File: src/rtl/fifo_rd_stream.sv
// Read-side controller for the 32-bit BRAM FIFO: reset sequencing, occupancy tracking,
// latency-absorbing skid buffer and valid/ready output. Optional stats: FIFO_RD_STREAM_STATS_EN.
module fifo_rd_stream #(
  parameter int DEPTH          = 512,
  parameter int READ_LATENCY   = 2,
  parameter int SKID_DEPTH     = 4,
  parameter int RST_CYCLES     = 5,
  parameter int HOLDOFF_CYCLES = 4,
  localparam int OCC_W         = $clog2(DEPTH + 1)
) (
  input  logic             clk,
  input  logic             rst,
  output logic             fifo_rst,
  output logic             fifo_ready,
  input  logic             wr_commit,
  output logic             fifo_ren,
  input  logic [31:0]      fifo_dout,
  output logic [31:0]      m_data,
  output logic             m_valid,
  input  logic             m_ready,
  output logic [OCC_W-1:0] occupancy,
  output logic             overflow
`ifdef FIFO_RD_STREAM_STATS_EN
  ,
  output logic [31:0]      words_out,
  output logic [OCC_W-1:0] occ_max
`endif
);

  localparam int CNT_MAX = (RST_CYCLES > HOLDOFF_CYCLES) ? RST_CYCLES : HOLDOFF_CYCLES;
  localparam int CNT_W   = $clog2(CNT_MAX + 1);
  localparam int IF_W    = $clog2(READ_LATENCY + 1);
  localparam int SC_W    = $clog2(SKID_DEPTH + 1);
  localparam int PTR_W   = (SKID_DEPTH > 1) ? $clog2(SKID_DEPTH) : 1;

  typedef enum logic [1:0] {S_RESET, S_RSTHOLD, S_HOLDOFF, S_RUN} state_t;

  state_t           state_q, state_d;
  logic [CNT_W-1:0] cnt_q, cnt_d;
  logic             run;

  always_comb begin
    state_d = state_q;
    cnt_d   = cnt_q;
    case (state_q)
      S_RESET: begin
        state_d = S_RSTHOLD;
        cnt_d   = '0;
      end
      S_RSTHOLD: begin
        if (cnt_q == CNT_W'(RST_CYCLES - 1)) begin
          state_d = S_HOLDOFF;
          cnt_d   = '0;
        end else begin
          cnt_d = cnt_q + 1'b1;
        end
      end
      S_HOLDOFF: begin
        if (cnt_q == CNT_W'(HOLDOFF_CYCLES - 1)) begin
          state_d = S_RUN;
          cnt_d   = '0;
        end else begin
          cnt_d = cnt_q + 1'b1;
        end
      end
      default: state_d = S_RUN;
    endcase
  end

  always_ff @(posedge clk) begin
    if (!rst) begin
      state_q <= S_RESET;
      cnt_q   <= '0;
    end else begin
      state_q <= state_d;
      cnt_q   <= cnt_d;
    end
  end

  assign run        = (state_q == S_RUN);
  assign fifo_ready = run;
  assign fifo_rst   = (state_q == S_RESET) || (state_q == S_RSTHOLD);

  // Read-latency pipeline: one valid bit per outstanding read.
  logic [READ_LATENCY-1:0] vld_q, vld_d;
  logic [IF_W-1:0]         inflight;
  logic                    push;

  generate
    for (genvar gi = 0; gi < READ_LATENCY; gi++) begin : g_vld
      if (gi == 0) begin : g_head
        assign vld_d[gi] = fifo_ren;
      end else begin : g_tail
        assign vld_d[gi] = vld_q[gi-1];
      end
    end
  endgenerate

  always_ff @(posedge clk) begin
    if (!rst) vld_q <= '0;
    else      vld_q <= vld_d;
  end

  always_comb begin
    inflight = '0;
    for (int i = 0; i < READ_LATENCY; i++) inflight = inflight + IF_W'(vld_q[i]);
  end

  assign push = vld_q[READ_LATENCY-1];

  logic [31:0]      skid_mem [SKID_DEPTH];
  logic [PTR_W-1:0] wr_ptr_q, rd_ptr_q;
  logic [SC_W-1:0]  skid_cnt_q;
  logic             pop;

  assign m_valid = (skid_cnt_q != '0);
  assign m_data  = skid_mem[rd_ptr_q];
  assign pop     = m_valid & m_ready;

  always_ff @(posedge clk) begin
    if (!rst) begin
      for (int i = 0; i < SKID_DEPTH; i++) skid_mem[i] <= '0;
      wr_ptr_q   <= '0;
      rd_ptr_q   <= '0;
      skid_cnt_q <= '0;
    end else begin
      if (push) begin
        skid_mem[wr_ptr_q] <= fifo_dout;
        wr_ptr_q <= (wr_ptr_q == PTR_W'(SKID_DEPTH - 1)) ? '0 : wr_ptr_q + 1'b1;
      end
      if (pop) rd_ptr_q <= (rd_ptr_q == PTR_W'(SKID_DEPTH - 1)) ? '0 : rd_ptr_q + 1'b1;
      case ({push, pop})
        2'b10:   skid_cnt_q <= skid_cnt_q + 1'b1;
        2'b01:   skid_cnt_q <= skid_cnt_q - 1'b1;
        default: skid_cnt_q <= skid_cnt_q;
      endcase
    end
  end

  // A read is only issued when its data is guaranteed a skid slot on arrival.
  logic [OCC_W-1:0] occ_q, occ_d;
  logic             ovf_q, ovf_d;
  logic [31:0]      pending;
  logic             wr;

  assign pending  = 32'(inflight) + 32'(skid_cnt_q) - 32'(pop);
  assign fifo_ren = run && (occ_q != '0) && (pending < 32'(SKID_DEPTH));
  assign wr       = wr_commit & run;

  always_comb begin
    occ_d = occ_q;
    ovf_d = ovf_q;
    if (wr && occ_q == OCC_W'(DEPTH)) ovf_d = 1'b1;
    case ({wr, fifo_ren})
      2'b10:   if (occ_q != OCC_W'(DEPTH)) occ_d = occ_q + 1'b1;
      2'b01:   occ_d = occ_q - 1'b1;
      default: occ_d = occ_q;
    endcase
  end

  always_ff @(posedge clk) begin
    if (!rst) begin
      occ_q <= '0;
      ovf_q <= 1'b0;
    end else begin
      occ_q <= occ_d;
      ovf_q <= ovf_d;
    end
  end

  assign occupancy = occ_q;
  assign overflow  = ovf_q;

`ifdef FIFO_RD_STREAM_STATS_EN
  logic [31:0]      words_q;
  logic [OCC_W-1:0] occ_max_q;

  always_ff @(posedge clk) begin
    if (!rst) begin
      words_q   <= '0;
      occ_max_q <= '0;
    end else begin
      words_q <= words_q + 32'(pop);
      if (occ_d > occ_max_q) occ_max_q <= occ_d;
    end
  end

  assign words_out = words_q;
  assign occ_max   = occ_max_q;
`endif

endmodule

File: config.mk
export PLATFORM = sky130hd
export DESIGN_NAME = fifo_rd_stream
export DESIGN_NICKNAME = d
export VERILOG_FILES = /design/src/rtl/fifo_rd_stream.sv
export SDC_FILE = /design/constraint.sdc
export NUM_CORES = 1
export LEC_CHECK = 0
export CAP_MARGIN = 20
export CORE_MARGIN = 4
export CORE_UTILIZATION = 43
export DETAILED_ROUTE_END_ITERATION = 10
export SLEW_MARGIN = 20
export SYNTH_ARGS = -nofsm -noshare
export SYNTH_HDL_FRONTEND = slang
export SYNTH_SLANG_ARGS = --single-unit
File: constraint.sdc
create_clock -name clk -period 6 [get_ports clk]
set_input_delay 1.2 -clock clk [delete_from_list [all_inputs] [get_ports clk]]
set_output_delay 1.2 -clock clk [all_outputs]
set_load 0.01 [all_outputs]
==> results of run 1 <==
[routing by layer]
layer,vias up,track usage [%],share of wire [%]
met5,-,0,0
met2,91,27.9,51
met3,8,4.72,4.7
met1,2199,21.0,44
met4,0,4.99,0.82
li1,2081,-,-
[through the flow]
step,instance area [um^2],instances,utilization [%]
after floorplan,7360,523,-
final,9010,837,53.9
after CTS,9010,837,53.9
after detailed placement,8420,805,50.4
after global placement,8420,805,50.4
after global routing,9010,837,53.9
[worst register-to-register path: stages (launching register included)]
cell	delay (ns)
dfxtp_1	0.38
inv_1	0.14
nand3_1	0.11
nand2_1	0.15
inv_1	0.08
ha_1	0.37
inv_1	0.06
ha_1	0.18
a21oi_1	0.19
and4b_4	0.29
nand3_1	0.15
o21ai_4	0.12
and3_4	0.24
nand2b_4	0.06
clkinv_2	0.13
ha_1	0.26
a211oi_1	0.30
o211ai_1	0.16
a31o_1	0.23
a21oi_1	0.22
a211o_1	0.15
nand3_1	0.07
and3b_1	0.18
[synth_stat cells (all sizes together), types with 2 or more instances]
| master | n |
|---|---|
| a21boi | 2 |
| a21o | 2 |
| a21oi | 13 |
| and2 | 103 |
| and3 | 33 |
| buf | 5 |
| clkbuf | 21 |
| dfxtp | 27 |
| edfxtp | 128 |
| fa | 2 |
| ha | 26 |
| inv | 18 |
| mux2i | 9 |
| mux4 | 32 |
| nand2 | 24 |
| nand2b | 4 |
| nand3 | 7 |
| nor2 | 6 |
| nor2b | 12 |
| nor3 | 6 |
| nor3b | 2 |
| o211a | 3 |
| o211ai | 3 |
| o21a | 2 |
| o21ai | 8 |
| xnor2 | 9 |
| xor2 | 2 |
[cell type report]
type | count | share of cell area (%)
sequential | 155 | 48.7
multi-input combinational | 323 | 31.3
timing repair buffer | 88 | 9.55
clock buffer | 21 | 5.22
tap | 220 | 3.06
clock inverter | 11 | 1.33
inverter | 19 | 0.805
[kinds of logic (layout without fill, tap and decap cells)]
logic type	Yosys count	after routing	synth area share, %
xor gates and xnor gates	11	11	1.31
and+or+nand+nor	204	204	16.8
buffers and inverters	45	139	2.38
adders and majority gates	28	28	4.97
AOI/OAI and AO/OA	39	39	3.76
muxes	41	41	11.2
DFF	155	155	59.6
[where the power goes]
| part | total (mW) | internal, mW | switching, mW |
|---|---|---|---|
| registers | 1.23 | 1.20 | 0.0233 |
| logic | 0.233 | 0.112 | 0.122 |
| clock network | 1.06 | 0.643 | 0.420 |
[worst paths after layout]
path,start,cells past startpoint,endpoint
worst max-delay path,m_ready,12,fifo_ren
worst min-delay path,vld_q[0]$_SDFF_PN0_,1,vld_q[1]$_SDFF_PN0_
worst max register to register,skid_cnt_q[2]$_SDFFE_PN0N_,22,occupancy[9]$_SDFFE_PN0P_
worst min register to register,vld_q[0]$_SDFF_PN0_,1,vld_q[1]$_SDFF_PN0_
[state kept, by name (all words and copies together), names as in the netlist, named ones only]
signal / count
occupancy: 10
cnt_q: 3
rd_ptr_q: 2
vld_q: 2
skid_cnt_q: 3
skid_mem: 128
state_q: 2
wr_ptr_q: 2
overflow: 1
==> results.sh, run 1 <==
export IMPL_grt_pass1_wl_mm=25.0
export IMPL_hold_violations=0
export IMPL_p_total_mw=2.52
export IMPL_wl_mm=15.5
export IMPL_drv_cap=0
export IMPL_cts_clk_slew_worst_paths_ns=0.06
export IMPL_synth_top_area_share_pct=52.2
export IMPL_finalNetCount=668
export IMPL_synthArstFlopShare_pct=0
export IMPL_cts_max_level=4
export IMPL_synth_cell_area_um2=7360
export IMPL_synth_distinct_cells=50
export IMPL_dieArea_um2=19300
export IMPL_grt_pass1_vias=4612
export IMPL_worst_path_buf_inv=4
export IMPL_final_cell_mix="edfxtp_1, and2_1, clkdlybuf4s50_1"
export IMPL_cts_hold_buffers=0
export IMPL_core_um2=16700
export IMPL_cts_sinks=155
export IMPL_slew_violations=0
export IMPL_portBuffers=82
export IMPL_p_leak_nw=3.42
export IMPL_antenna_found_initial=0
export IMPL_rsz0062_at_grt="false"
export IMPL_viasPerCell=5.23
export IMPL_required_ns=4.80
export IMPL_ys_ff_latch=155
export IMPL_num_vias=4379
export IMPL_status="completed"
export IMPL_clock_skew_ns=0.00898
export IMPL_grt_max_degree=63
export IMPL_route_detailed_wl_per_inst_um=18.5
export IMPL_worst_setup_path_start_kind="input port"
export IMPL_worst_setup_path_type="input port to output port"
export IMPL_drc=0
export IMPL_drt_initial_drc_count=228
export IMPL_numCtsBuffers=17
export IMPL_preCtsSetupSlack_ns=0.709
export IMPL_grt_overflow=0
export IMPL_slowest_stage="clkdlybuf4s50_1"
export IMPL_initial_utilization_pct=44.1
export IMPL_post_cts_buffers=0
export IMPL_grtUsageTotal_pct=16.6
export IMPL_drive_gt1_share_pct=14.7
export IMPL_fillers=1405
export IMPL_rrSetupSlack_ns=1.69
export IMPL_dr_pass1_iters=4
export IMPL_rows=47
export IMPL_cts_resized=0
export IMPL_synth_top_flop_cell="edfxtp_1"
export IMPL_irDropWorstVdd_mv=0.208
export IMPL_worstSkewPairLatency_ns=0.42
export IMPL_cp_end_kind="output port"
export IMPL_register_area_um2=4390
export IMPL_avgSynthCellArea_um2=14.1
export IMPL_cp_max_fo=6
export IMPL_setup_ws_ns=0.864
export IMPL_cts_root_buf="clkbuf_16"
export IMPL_die_w_um=139
export IMPL_fin_tns_setup_ns=0
export IMPL_clockBufferDepth=2
export IMPL_io_pins=83
export IMPL_synthesis_instances=523
export IMPL_hpwl_mm=8.90
export IMPL_postRouteAntennaNets=0
export IMPL_path_cells="clkdlybuf4s50_1 -> nand2_1 -> inv_1 -> ha_1 -> inv_1 -> ha_1 -> a21oi_1 -> and4b_4 -> nand3_1 -> o21ai_4 -> and3_4 -> clkdlybuf4s50_1"
export IMPL_area_growth_pct=22.4
export IMPL_synth_area_top_cells="edfxtp_1, mux4_2, and2_1, dfxtp_1, ha_1"
export IMPL_yosys_warnings=0
export IMPL_syn_nets=587
export IMPL_crit_path_max_incr_delay_ns=0.54
export IMPL_cp_arrival_ns=3.94
export IMPL_hold_ws_ns=0.479
export IMPL_worst_slew_pin_slew_ns=1.02
export IMPL_period_minus_slack_ns=5.14
export IMPL_setup_viol=0
export IMPL_fin_crit_sh_pct=85.6
export IMPL_crit_family="buffers and inverters"
export IMPL_powerDensity_nw_per_um2=280
export IMPL_synth_seq_area_share_pct=59.6
export IMPL_fp_dieH_um=139
export IMPL_final_common_cell="edfxtp_1"
export IMPL_antennaDiodeCount=0
export IMPL_hold_path_class="flop to flop"
export IMPL_yosysTopAreaCell="edfxtp_1"
export IMPL_gp_congestion=0.788
export IMPL_multi_input_area_um2=2820
export IMPL_cts_tree="built"
export IMPL_slew_headroom_pct=31.9
export IMPL_synth_edff_count=128
export IMPL_fmax_ghz=0.195
Note: power is estimated with default switching activity, not from simulation.
==> inputs of run 2 (changes only) <==
- CORE_ASPECT_RATIO: unset -> 2
==> run 2 against run 1 <==
Register-to-register slack got worse by 0.03 ns; utilization down 0.65 points; sequential power hardly changed; via count up 0.11%; clock power down 9.7%; first-iteration DRC count shrank 1.3%; setup slack worse by 0.021 ns; maximum frequency decreased by 0.40%; sequential share of layout area grew 0.40 points; critical path type unchanged; largest cell class unchanged; highest routed layer is now met5.
==> results.sh, run 2 (synthesized netlist as in run 1, its figures left out) <==
export IMPL_status="completed"
export IMPL_rows=67
export IMPL_fillers=1460
export IMPL_die_w_um=101
export IMPL_initial_utilization_pct=43.9
export IMPL_worst_setup_path_start_kind="input port"
export IMPL_grt_pass1_vias=4790
export IMPL_largest_reg_flops=128
export IMPL_seqPwrFrac_pct=50.8
export IMPL_switchingPower_mw=0.555
export IMPL_cp_startpoint="m_ready"
export IMPL_fin_tns_setup_ns=0
export IMPL_route_detailed_wl_per_inst_um=19.5
export IMPL_grtUsageTotal_pct=17.5
export IMPL_top_register="skid_mem"
export IMPL_irDropWorstVdd_mv=0.196
export IMPL_required_ns=4.80
export IMPL_crit_family="buffers and inverters"
export IMPL_hold_path_class="flop to flop"
export IMPL_core_um2=16800
export IMPL_dr_pass1_iters=6
export IMPL_cts_resized=0
export IMPL_cts_tree="built"
export IMPL_cts_clk_slew_worst_paths_ns=0.06
export IMPL_placed_area_um2=8400
export IMPL_r2r_start="skid_cnt_q[2]$_SDFFE_PN0N_"
export IMPL_cts_hold_buffers=0
export IMPL_rsz0062_at_grt="false"
export IMPL_drive_gt1_share_pct=14.4
export IMPL_combPwrFrac_pct=9.7
export IMPL_portBuffers=82
export IMPL_period_minus_slack_ns=5.16
export IMPL_fmax_ghz=0.194
export IMPL_antennaDiodeCount=0
export IMPL_cp_depth=12
export IMPL_powerDensity_nw_per_um2=270
export IMPL_switching_share_pct=23.0
export IMPL_slew_violations=0
export IMPL_fin_crit_sh_pct=85.9
export IMPL_rr_worst_depth=22
export IMPL_cp_arrival_ns=3.96
export IMPL_drt_initial_drc_count=225
export IMPL_fp_dieH_um=193
export IMPL_worst_slew_pin_slew_ns=0.986
export IMPL_area_growth_pct=21.4
export IMPL_clock_power_share_pct=39.6
export IMPL_drc=0
export IMPL_worst_setup_path_type="input port to output port"
export IMPL_worstSkewPairLatency_ns=0.42
export IMPL_final_area_um2=8940
export IMPL_worstReg2RegEnd="occupancy[9]$_SDFFE_PN0P_"
export IMPL_rrSetupSlack_ns=1.66
export IMPL_cts_sinks=155
export IMPL_cp_end_kind="output port"
export IMPL_p_total_mw=2.42
export IMPL_postRouteAntennaNets=0
export IMPL_slowest_stage="clkdlybuf4s50_1"
export IMPL_internal_power_mw=1.86
export IMPL_cts_root_buf="clkbuf_16"
export IMPL_num_vias=4384
export IMPL_slew_headroom_pct=34.2
export IMPL_gp_congestion=0.771
export IMPL_finalNetCount=668
export IMPL_clockBufferDepth=2
export IMPL_grt_overflow=0
export IMPL_crit_path_end="fifo_ren"
export IMPL_antenna_found_initial=1
export IMPL_final_cell_mix="edfxtp_1, and2_1, clkdlybuf4s50_1"
export IMPL_post_cts_buffers=0
export IMPL_cp_max_fo=6
export IMPL_grt_pass1_wl_mm=25.2
export IMPL_numCtsBuffers=17
export IMPL_hpwl_mm=9.70
export IMPL_path_cells="clkdlybuf4s50_1 -> nand2_1 -> inv_1 -> ha_1 -> inv_1 -> ha_1 -> a21oi_1 -> and4b_4 -> nand3_1 -> o21ai_4 -> and3_4 -> clkdlybuf4s50_1"
export IMPL_final_common_cell="edfxtp_1"
export IMPL_p_leak_nw=3.39
export IMPL_worst_path_buf_inv=4
export IMPL_io_pins=83
export IMPL_grt_max_degree=62
export IMPL_wl_mm=16.0
export IMPL_setup_viol=0
export IMPL_crit_path_max_incr_delay_ns=0.54
export IMPL_hold_violations=0
export IMPL_drv_cap=0
export IMPL_clock_skew_ns=0.0103
export IMPL_final_core_util_pct=53.3
export IMPL_dieArea_um2=19400
export IMPL_hold_ws_ns=0.475
export IMPL_viasPerCell=5.32
export IMPL_cts_max_level=4
## run 2: cell type report
cell class	count	area [um^2]	area share [%]
Multi-Input combinational cell	323	2820	31.6
Sequential cell	155	4390	49.1
Tap cell	207	259	2.90
Timing Repair Buffer	88	861	9.63
Clock inverter	11	72.6	0.812
Inverter	19	72.6	0.812
Clock buffer	21	460	5.15
## run 2: metal layers
| metal | share of wire (%) | vias to the layer above | global-route usage, % |
|---|---|---|---|
| met3 | 4.2 | 13 | 4.14 |
| li1 | - | 2076 | - |
| met4 | 1.3 | 2 | 6.18 |
| met5 | 0.081 | - | 0 |
| met1 | 37 | 2207 | 18.6 |
| met2 | 57 | 86 | 32.9 |
## run 2: worst min path at each step
stage                                 end  depth (start not counted)  slack, ns             startpoint
finish                vld_q[1]$_SDFF_PN0_                          1       0.48    vld_q[0]$_SDFF_PN0_
global route          vld_q[1]$_SDFF_PN0_                          1       0.51    vld_q[0]$_SDFF_PN0_
CTS                   vld_q[1]$_SDFF_PN0_                          1       0.48    vld_q[0]$_SDFF_PN0_
detailed placement    vld_q[1]$_SDFF_PN0_                          1       0.46    vld_q[0]$_SDFF_PN0_
global placement    overflow$_SDFFE_PN0P_                          1       0.45  overflow$_SDFFE_PN0P_
floorplan             vld_q[1]$_SDFF_PN0_                          1       0.43    vld_q[0]$_SDFF_PN0_
## run 2: through the flow
stage	cells	worst slack, ns
2_1_floorplan	523	1.45
3_3_place_gp	792	0.783
3_5_place_dp	792	0.671
4_1_cts	824	0.831
5_1_grt	824	0.647
6_report	824	0.844
## run 2: power by group through the flow
stage / clock [mW] / combinational (mW) / sequential, mW
finish: 0.957 / 0.233 / 1.23
global route: 1.03 / 0.260 / 1.23
CTS: 0.977 / 0.239 / 1.23
detailed placement: 0 / 0.237 / 1.25
global placement: 0 / 0.235 / 1.25
floorplan: 0 / 0.131 / 1.24
